==> src/rtl/fifo_rr_input_if.sv <==
// Handshake/status bundle between an upstream source, the per-port FIFO and the arbiter.
// FIFO_ERR_FLAG_EN adds the sticky overflow/underflow error flags.
interface fifo_rr_input_if #(
    parameter int DATA_WIDTH = 10,
    parameter int ADDR_WIDTH = 3
);
    logic                  push;
    logic [DATA_WIDTH-1:0] data_in;
    logic                  pop;
    logic [DATA_WIDTH-1:0] data_out;
    logic                  valid_out;
    logic [ADDR_WIDTH:0]   count;
    logic                  empty;
    logic                  full;
    logic                  almost_full;
    logic                  almost_empty;
`ifdef FIFO_ERR_FLAG_EN
    logic                  overflow_err;
    logic                  underflow_err;
`endif

    modport master (
        output push,
        output data_in,
        output pop,
        input  data_out,
        input  valid_out,
        input  count,
        input  empty,
        input  full,
        input  almost_full,
`ifdef FIFO_ERR_FLAG_EN
        input  overflow_err,
        input  underflow_err,
`endif
        input  almost_empty
    );

    modport slave (
        input  push,
        input  data_in,
        input  pop,
        output data_out,
        output valid_out,
        output count,
        output empty,
        output full,
        output almost_full,
`ifdef FIFO_ERR_FLAG_EN
        output overflow_err,
        output underflow_err,
`endif
        output almost_empty
    );
endinterface

==> src/rtl/fifo_rr_input.sv <==
// Per-port input FIFO feeding the round-robin arbiter; registered read data on pop.
// Optional sticky error flags enabled by defining FIFO_ERR_FLAG_EN.
module fifo_rr_input #(
    parameter int DATA_WIDTH = 10,
    parameter int ADDR_WIDTH = 3,
    parameter int AF_THRESH  = 6,
    parameter int AE_THRESH  = 2
) (
    input logic             i_clk,
    input logic             i_reset,
    fifo_rr_input_if.slave  bus
);
    localparam int DEPTH = 1 << ADDR_WIDTH;
    localparam logic [ADDR_WIDTH:0]   LP_DEPTH = DEPTH[ADDR_WIDTH:0];
    localparam logic [ADDR_WIDTH:0]   LP_AF    = AF_THRESH[ADDR_WIDTH:0];
    localparam logic [ADDR_WIDTH:0]   LP_AE    = AE_THRESH[ADDR_WIDTH:0];
    localparam logic [ADDR_WIDTH:0]   LP_CNT1  = 1;
    localparam logic [ADDR_WIDTH-1:0] LP_PTR1  = 1;

    logic [DATA_WIDTH-1:0] r_mem [DEPTH];
    logic [ADDR_WIDTH-1:0] r_wr_ptr;
    logic [ADDR_WIDTH-1:0] r_rd_ptr;
    logic [ADDR_WIDTH:0]   r_count;
    logic [DATA_WIDTH-1:0] r_data_out;
    logic                  r_valid_out;

    logic w_empty;
    logic w_full;
    logic w_pop_acc;
    logic w_push_acc;

    assign w_empty    = (r_count == '0);
    assign w_full     = (r_count == LP_DEPTH);
    assign w_pop_acc  = bus.pop && !w_empty;
    // A pop in the same cycle frees a slot, so a full FIFO can still take a push.
    assign w_push_acc = bus.push && (!w_full || w_pop_acc);

    always_ff @(posedge i_clk) begin
        if (w_push_acc) begin
            r_mem[r_wr_ptr] <= bus.data_in;
        end
    end

    always_ff @(posedge i_clk or posedge i_reset) begin
        if (i_reset) begin
            r_wr_ptr    <= '0;
            r_rd_ptr    <= '0;
            r_count     <= '0;
            r_data_out  <= '0;
            r_valid_out <= 1'b0;
        end else begin
            r_valid_out <= w_pop_acc;
            if (w_push_acc) begin
                r_wr_ptr <= r_wr_ptr + LP_PTR1;
            end
            if (w_pop_acc) begin
                r_data_out <= r_mem[r_rd_ptr];
                r_rd_ptr   <= r_rd_ptr + LP_PTR1;
            end
            if (w_push_acc && !w_pop_acc) begin
                r_count <= r_count + LP_CNT1;
            end else if (w_pop_acc && !w_push_acc) begin
                r_count <= r_count - LP_CNT1;
            end
        end
    end

`ifdef FIFO_ERR_FLAG_EN
    logic r_overflow_err;
    logic r_underflow_err;

    always_ff @(posedge i_clk or posedge i_reset) begin
        if (i_reset) begin
            r_overflow_err  <= 1'b0;
            r_underflow_err <= 1'b0;
        end else begin
            if (bus.push && !w_push_acc) begin
                r_overflow_err <= 1'b1;
            end
            if (bus.pop && w_empty) begin
                r_underflow_err <= 1'b1;
            end
        end
    end

    assign bus.overflow_err  = r_overflow_err;
    assign bus.underflow_err = r_underflow_err;
`endif

    assign bus.data_out     = r_data_out;
    assign bus.valid_out    = r_valid_out;
    assign bus.count        = r_count;
    assign bus.empty        = w_empty;
    assign bus.full         = w_full;
    assign bus.almost_full  = (r_count >= LP_AF);
    assign bus.almost_empty = (r_count <= LP_AE);
endmodule

==> src/flat_wrapper.sv <==
// flat-port wrapper written by rule: the top's interface ports become plain ports
module fifo_rr_input_flat 
#(
    parameter int DATA_WIDTH = 10,
    parameter int ADDR_WIDTH = 3,
    parameter int AF_THRESH  = 6,
    parameter int AE_THRESH  = 2
)
  (i_clk, i_reset, bus_push, bus_data_in, bus_pop, bus_data_out, bus_valid_out, bus_count, bus_empty, bus_full, bus_almost_full, bus_almost_empty);
  fifo_rr_input_if #(.DATA_WIDTH(DATA_WIDTH), .ADDR_WIDTH(ADDR_WIDTH)) bus_i ();
  input logic i_clk;
  input logic i_reset;
  input wire logic [$bits(bus_i.push)-1:0] bus_push;
  input wire logic [$bits(bus_i.data_in)-1:0] bus_data_in;
  input wire logic [$bits(bus_i.pop)-1:0] bus_pop;
  output wire logic [$bits(bus_i.data_out)-1:0] bus_data_out;
  output wire logic [$bits(bus_i.valid_out)-1:0] bus_valid_out;
  output wire logic [$bits(bus_i.count)-1:0] bus_count;
  output wire logic [$bits(bus_i.empty)-1:0] bus_empty;
  output wire logic [$bits(bus_i.full)-1:0] bus_full;
  output wire logic [$bits(bus_i.almost_full)-1:0] bus_almost_full;
  output wire logic [$bits(bus_i.almost_empty)-1:0] bus_almost_empty;
  assign bus_i.push = bus_push;
  assign bus_i.data_in = bus_data_in;
  assign bus_i.pop = bus_pop;
  assign bus_data_out = bus_i.data_out;
  assign bus_valid_out = bus_i.valid_out;
  assign bus_count = bus_i.count;
  assign bus_empty = bus_i.empty;
  assign bus_full = bus_i.full;
  assign bus_almost_full = bus_i.almost_full;
  assign bus_almost_empty = bus_i.almost_empty;
  fifo_rr_input #(.DATA_WIDTH(DATA_WIDTH), .ADDR_WIDTH(ADDR_WIDTH), .AF_THRESH(AF_THRESH), .AE_THRESH(AE_THRESH)) u_core (.i_clk(i_clk), .i_reset(i_reset), .bus(bus_i));
endmodule
==> config.mk <==
export PLATFORM = sky130hd
export DESIGN_NAME = fifo_rr_input_flat
export DESIGN_NICKNAME = d
export VERILOG_FILES = /design/src/rtl/fifo_rr_input_if.sv /design/src/rtl/fifo_rr_input.sv /design/src/flat_wrapper.sv
export SDC_FILE = /design/constraint.sdc
export NUM_CORES = 1
export LEC_CHECK = 0
export ABC_AREA = 1
export CORE_MARGIN = 1.5
export CORE_UTILIZATION = 55
export CTS_BUF_LIST = sky130_fd_sc_hd__clkbuf_8
export DETAILED_ROUTE_END_ITERATION = 8
export DONT_BUFFER_PORTS = 1
export GPL_ROUTABILITY_DRIVEN = 0
export PLACE_DENSITY_LB_ADDON = 0.25
export SLEW_MARGIN = 40
export SYNTH_ARGS = -nofsm -noshare
export SYNTH_HDL_FRONTEND = slang
export SYNTH_SLANG_ARGS = --single-unit
==> constraint.sdc <==
create_clock -name i_clk -period 4.4 [get_ports i_clk]
set_input_delay 1.1 -clock i_clk [delete_from_list [all_inputs] [get_ports i_clk]]
set_output_delay 1.1 -clock i_clk [all_outputs]
set_load 0.05 [all_outputs]
==> reports/metrics.yaml, run 1 <==
core_um2: 7850
wl_per_cell_um: 16.1
slew_violations: 0
clockRootBuffer: "clkbuf_8"
cts_tree: "done"
grt_max_degree: 43
fin_ws_ps: 1410
wirelength_mm: 8.70
crit_path_end_kind: "flip-flop"
layout_commonest_cell: "nand2_1"
critical_path_class: "reg2reg"
cts_sinks: 101
drc: 0
grt.met3_usage: 0.0405
clock_latency_ps: 350
fin_tns_setup_ps: 0
placed_area_um2: 4610
antenna_found_initial: 0
cap_viol_max_count: 0
synth-seq-cells: 101
final_cell_mix: "nand2_1 (140), edfxtp_1 (80), inv_1 (73)"
drive_gt1_frac: 0.119
synth_top_area_frac: 0.529
vias: 2737
setup_violations: 0
use_met2: 0.335
synth_area_leader_cell: "edfxtp_1"
cp.required_ps: 4700
final_cells: 539
clkTransAtPathRegs_ps: 90
fin_area_um2: 4800
initial_core_util: 0.578
io_pins: 33
use_met1: 0.312
tightest_slew_ps: 749
timing_hold_violations_final: 0
slew_headroom: 0.500
clkPwrFrac: 0.174
clock_path_buffers: 2
p_switching_w: 0.00146
avgViaCountPerCell: 5.08
path_max_fanout: 9
hold_class: "reg2reg"
min_period_ps: 2990
dr.pass1.iters: 5
rows: 32
clock_skew_ps: 7.26
status: "complete, no violations"
grt_usage: 0.217
io_buffers: 0
cts-resized-gates: 0
netlist_area_um2: 4540
swShare: 0.447
final_nets: 452
ir_drop_mv: 0.261
pwr_density_cell_nw_per_um2: 680
synthTopCellsByArea: "edfxtp_1 (53%), dfrtp_1 (12%), nand2_1 (12%)"
rsz0062_at_grt: "false"
leakage_nw: 2.13
n_antenna_cell: 0
grt.busiest_layer: "met2"
drtIter0Drc: 170
dieArea_um2: 8810
synth_cell_types: 26
seq_power_share: 0.497
arrival_ps: 3290
fillers: 649
ant_nets: 0
overflow: 0
cts_hold_buffers: 0
post_cts_buffers: 0
max_freq_ghz: 0.334
syn-num-nets: 457
start_kind: "flip-flop"
seq_area_frac_synth: 0.645
dpl.hpwl_mm: 5.44
syn_avg_cell_area_um2: 10.4
hold-worst-slack_ps: 529
finalCritPeriodShare: 0.681
dp.cells: 523
die_w_um: 93.8
preCtsSetupSlack_ps: 1490
ys.warnings.count: 0
p_comb_frac: 0.329
cts_max_level: 3
p_int_w: 0.00180
grt_pass1_wl_mm: 13.9
syn2layout_area_growth_pct: 5.82
syn_inst: 437
cts_inserted_buffers: 9
die_h_um: 93.8
grt_pass1_vias: 2684
==> layer usage <==
metal  part of all wire  vias to the layer above
met1               0.45                     1289
li1                   -                     1378
met4             0.0084                        0
met2               0.49                       66
met5                  0                        -
met3              0.055                        4
==> worst paths after layout <==
check | depth (start not counted) | start | to | slack, ps
worst min register to register | 2 | u_core.r_wr_ptr[0]$_DFFE_PP0P_ | u_core.r_wr_ptr[0]$_DFFE_PP0P_ | 530
worst max register to register | 14 | u_core.bus.count[3]$_DFFE_PP0P_ | u_core.bus.count[3]$_DFFE_PP0P_ | 1410
min in group asynchronous | 1 | i_reset | u_core.bus.data_out[2]$_DFFE_PP0P_ | 630
worst min-delay path | 2 | u_core.r_wr_ptr[0]$_DFFE_PP0P_ | u_core.r_wr_ptr[0]$_DFFE_PP0P_ | 530
max in group asynchronous | 1 | i_reset | u_core.r_rd_ptr[1]$_DFFE_PP0P_ | 3420
worst max-delay path | 14 | u_core.bus.count[3]$_DFFE_PP0P_ | u_core.bus.count[3]$_DFFE_PP0P_ | 1410
==> area by class of cell <==
cell class / count / area [um2] / area share
clock buffers: 9 / 124 / 0.0258
well taps: 102 / 128 / 0.0266
repair buffers: 1 / 7.51 / 0.00156
flip-flops and latches: 101 / 2930 / 0.610
multi-input cells: 243 / 1260 / 0.262
inverters: 76 / 288 / 0.0599
clock inverters: 7 / 66.3 / 0.0138
==> flip-flops by register name, summed over array words and instances (netlist names) <==
name	flops
u_core.r_mem	80
u_core.bus.data_out	10
u_core.bus.count	4
u_core.r_rd_ptr	3
u_core.r_wr_ptr	3
u_core.bus.valid_out	1
==> kinds of logic after synthesis <==
kind of cell	Yosys count	synth area share
simple gates	227	0.235
flops	101	0.645
xor+xnor	5	0.00965
fa+ha+maj	6	0.0182
buf+inv	93	0.0857
compound gates	5	0.00634
==> cell usage after synthesis <==
library cell  instances
fa_1                  1
nand2_2               5
nand3_1              54
buf_4                 5
nand2_8               1
inv_2                 1
nand2_4               2
nor2_4                1
inv_1                74
nor3_2                4
nand2_1             140
xnor2_1               3
buf_8                 1
dfrtp_1              21
ha_1                  5
nand3_2              10
nor2_1                7
o21ai_0               4
edfxtp_1             80
o21ai_2               1
inv_4                 1
nor2_2                1
xor2_1                2
clkbuf_1              5
or2_2                 2
buf_2                 6
==> critical path: stages (launching register included) <==
cell and delay [ps]:
dfrtp_1 720, inv_1 220, nor2_4 380, nand2_4 130
nand2_8 150, inv_1 60, ha_1 200, inv_1 130
ha_1 270, or2_2 320, nand2_1 90, nand3_1 100
nand2_1 70, nand2_1 40, nand2_1 60
==> stage by stage <==
stage          power (W)   util
2_1_floorplan    0.00247      -
3_3_place_gp     0.00265  0.583
3_5_place_dp     0.00272  0.588
4_1_cts          0.00328  0.612
5_1_grt          0.00347  0.612
6_report         0.00327  0.612
==> power groups by stage <==
| stage | Clock, W | Combinational, W | Sequential (W) |
|---|---|---|---|
| 2_1_floorplan | 0 | 0.000901 | 0.00156 |
| 3_3_place_gp | 0 | 0.00101 | 0.00164 |
| 3_5_place_dp | 0 | 0.00107 | 0.00165 |
| 4_1_cts | 0.000575 | 0.00108 | 0.00163 |
| 5_1_grt | 0.000614 | 0.00120 | 0.00165 |
| 6_report | 0.000569 | 0.00107 | 0.00162 |
(Power assumes the default switching activity.)
==> inputs of run 2 (changes only) <==
==> constraint.sdc (replaced) <==
create_clock -name i_clk -period 2.47 [get_ports i_clk]
set_input_delay 0.6175 -clock i_clk [delete_from_list [all_inputs] [get_ports i_clk]]
set_output_delay 0.6175 -clock i_clk [all_outputs]
set_load 0.05 [all_outputs]
==> reports/metrics.yaml, run 2 (synthesis gave the netlist of run 1 again) <==
crit_path_end_kind: "flip-flop"
cts_tree: "done"
initial_core_util: 0.578
ant_nets: 0
layout_commonest_cell: "nand2_1"
cts_sinks: 101
cap_viol_max_count: 0
cts-resized-gates: 0
grt_pass1_vias: 2793
preCtsSetupSlack_ps: 297
fin_area_um2: 4920
rows: 32
final_nets: 466
vias: 2807
cts_inserted_buffers: 9
wirelength_mm: 8.63
dieArea_um2: 8810
finalCritPeriodShare: 0.892
hold_class: "in2async"
dr.pass1.iters: 5
clock_latency_ps: 360
clock_path_buffers: 2
drc: 0
overflow: 0
cts_hold_buffers: 0
clockRootBuffer: "clkbuf_8"
drtIter0Drc: 185
core_um2: 7850
rsz0062_at_grt: "false"
antenna_found_initial: 0
tightest_slew_ps: 794
max_freq_ghz: 0.454
start_kind: "flip-flop"
io_buffers: 0
io_pins: 33
largest_register_ffs: 80
critical_path_class: "reg2reg"
slew_violations: 0
cts_max_level: 3
syn2layout_area_growth_pct: 8.33
n_antenna_cell: 0
cp.required_ps: 2770
dpl.hpwl_mm: 5.41
placed_area_um2: 4730
r2r-start: "u_core.bus.count[0]$_DFFE_PP0P_"
clkTransAtPathRegs_ps: 90
avgViaCountPerCell: 5.08
grt_max_degree: 42
pwr_density_cell_nw_per_um2: 1210
setup_violations: 0
grt_pass1_wl_mm: 14.3
hold-worst-slack_ps: 131
startpoint: "u_core.bus.count[0]$_DFFE_PP0P_"
status: "complete, no violations"
largest-register: "u_core.r_mem"
post_cts_buffers: 0
drive_gt1_frac: 0.142
final_cell_mix: "nand2_1 (140), edfxtp_1 (80), inv_1 (74)"
path_max_fanout: 9
slew_headroom: 0.470
die_w_um: 93.8
arrival_ps: 2500
leakage_nw: 2.19
fin_ws_ps: 267
die_h_um: 93.8
wl_per_cell_um: 15.6
reg2reg_slack_ps: 270
ir_drop_mv: 0.439
min_period_ps: 2200
clock_skew_ps: 11.3
grt_usage: 0.221
timing_hold_violations_final: 0
fin_tns_setup_ps: 0
## run 2: cell types whose count changed in the layout (fill, tap and decap cells not counted), sizes merged
cell,before,now
buf,1,15
clkinv,6,3
inv,76,78
clkinvlp,0,1
## run 2: through the flow
step | util | cells | power, W
6_report | 0.626 | 553 | 0.00595
5_1_grt | 0.626 | 553 | 0.00633
4_1_cts | 0.626 | 553 | 0.00597
3_5_place_dp | 0.602 | 537 | 0.00496
3_3_place_gp | 0.600 | 537 | 0.00489
2_1_floorplan | - | 437 | 0.00444
## run 2: worst paths after layout
path,depth (start not counted),to
min in group i_clk,0,u_core.r_mem[6][4]$_DFFE_PP_
max in group asynchronous,2,u_core.bus.data_out[0]$_DFFE_PP0P_
max,15,u_core.bus.count[3]$_DFFE_PP0P_
min,1,u_core.bus.data_out[7]$_DFFE_PP0P_
min reg2reg,2,u_core.r_wr_ptr[0]$_DFFE_PP0P_
max reg2reg,15,u_core.bus.count[3]$_DFFE_PP0P_
## run 2: layout make-up
type / count / area, um2
tap: 102 / 128
sequential: 101 / 2940
timing repair buffer: 15 / 113
fill: 663 / 2930
clock buffer: 9 / 124
multi-input combinational: 243 / 1260
inverter: 76 / 288
clock inverter: 7 / 66.3
## run 2: worst max-delay path, stage by stage (launching register included)
cell and delay [ps]:
dfrtp_4 500, nor2_4 120, nand2_2 80, nor2_4 130, nand2_4 90, nand2_8 130
inv_1 60, ha_2 190, inv_2 100, ha_4 210, or2_4 240, nand2_1 60
nand3_1 70, nand2_1 60, nand2_1 40, nand2_1 50
## run 2: power breakdown
group	switching, W	internal, W	leakage (nW)	total (W)
registers	0.000513	0.00219	0.976	0.00270
clock network	0.000557	0.000464	0.0961	0.00102
logic	0.00154	0.000689	1.12	0.00223
## run 2: layer usage
metal	vias up	global-route usage	routed length [um]
li1	1403	-	-
met1	1315	0.316	3990
met2	80	0.338	4030
met3	9	0.0550	526
met4	0	0.0609	82
met5	-	0	0
==> inputs of run 3 (changes only) <==
--- a/config.mk
+++ b/config.mk
@@ -6,6 +6,7 @@
 export NUM_CORES = 1
 export LEC_CHECK = 0
 export ABC_AREA = 1
+export CAP_MARGIN = 20
 export CORE_MARGIN = 1.5
 export CORE_UTILIZATION = 55
 export CTS_BUF_LIST = sky130_fd_sc_hd__clkbuf_8
==> results of run 3 <==
Same layout as run 2: the final DEF is identical, and so are final timing and power.
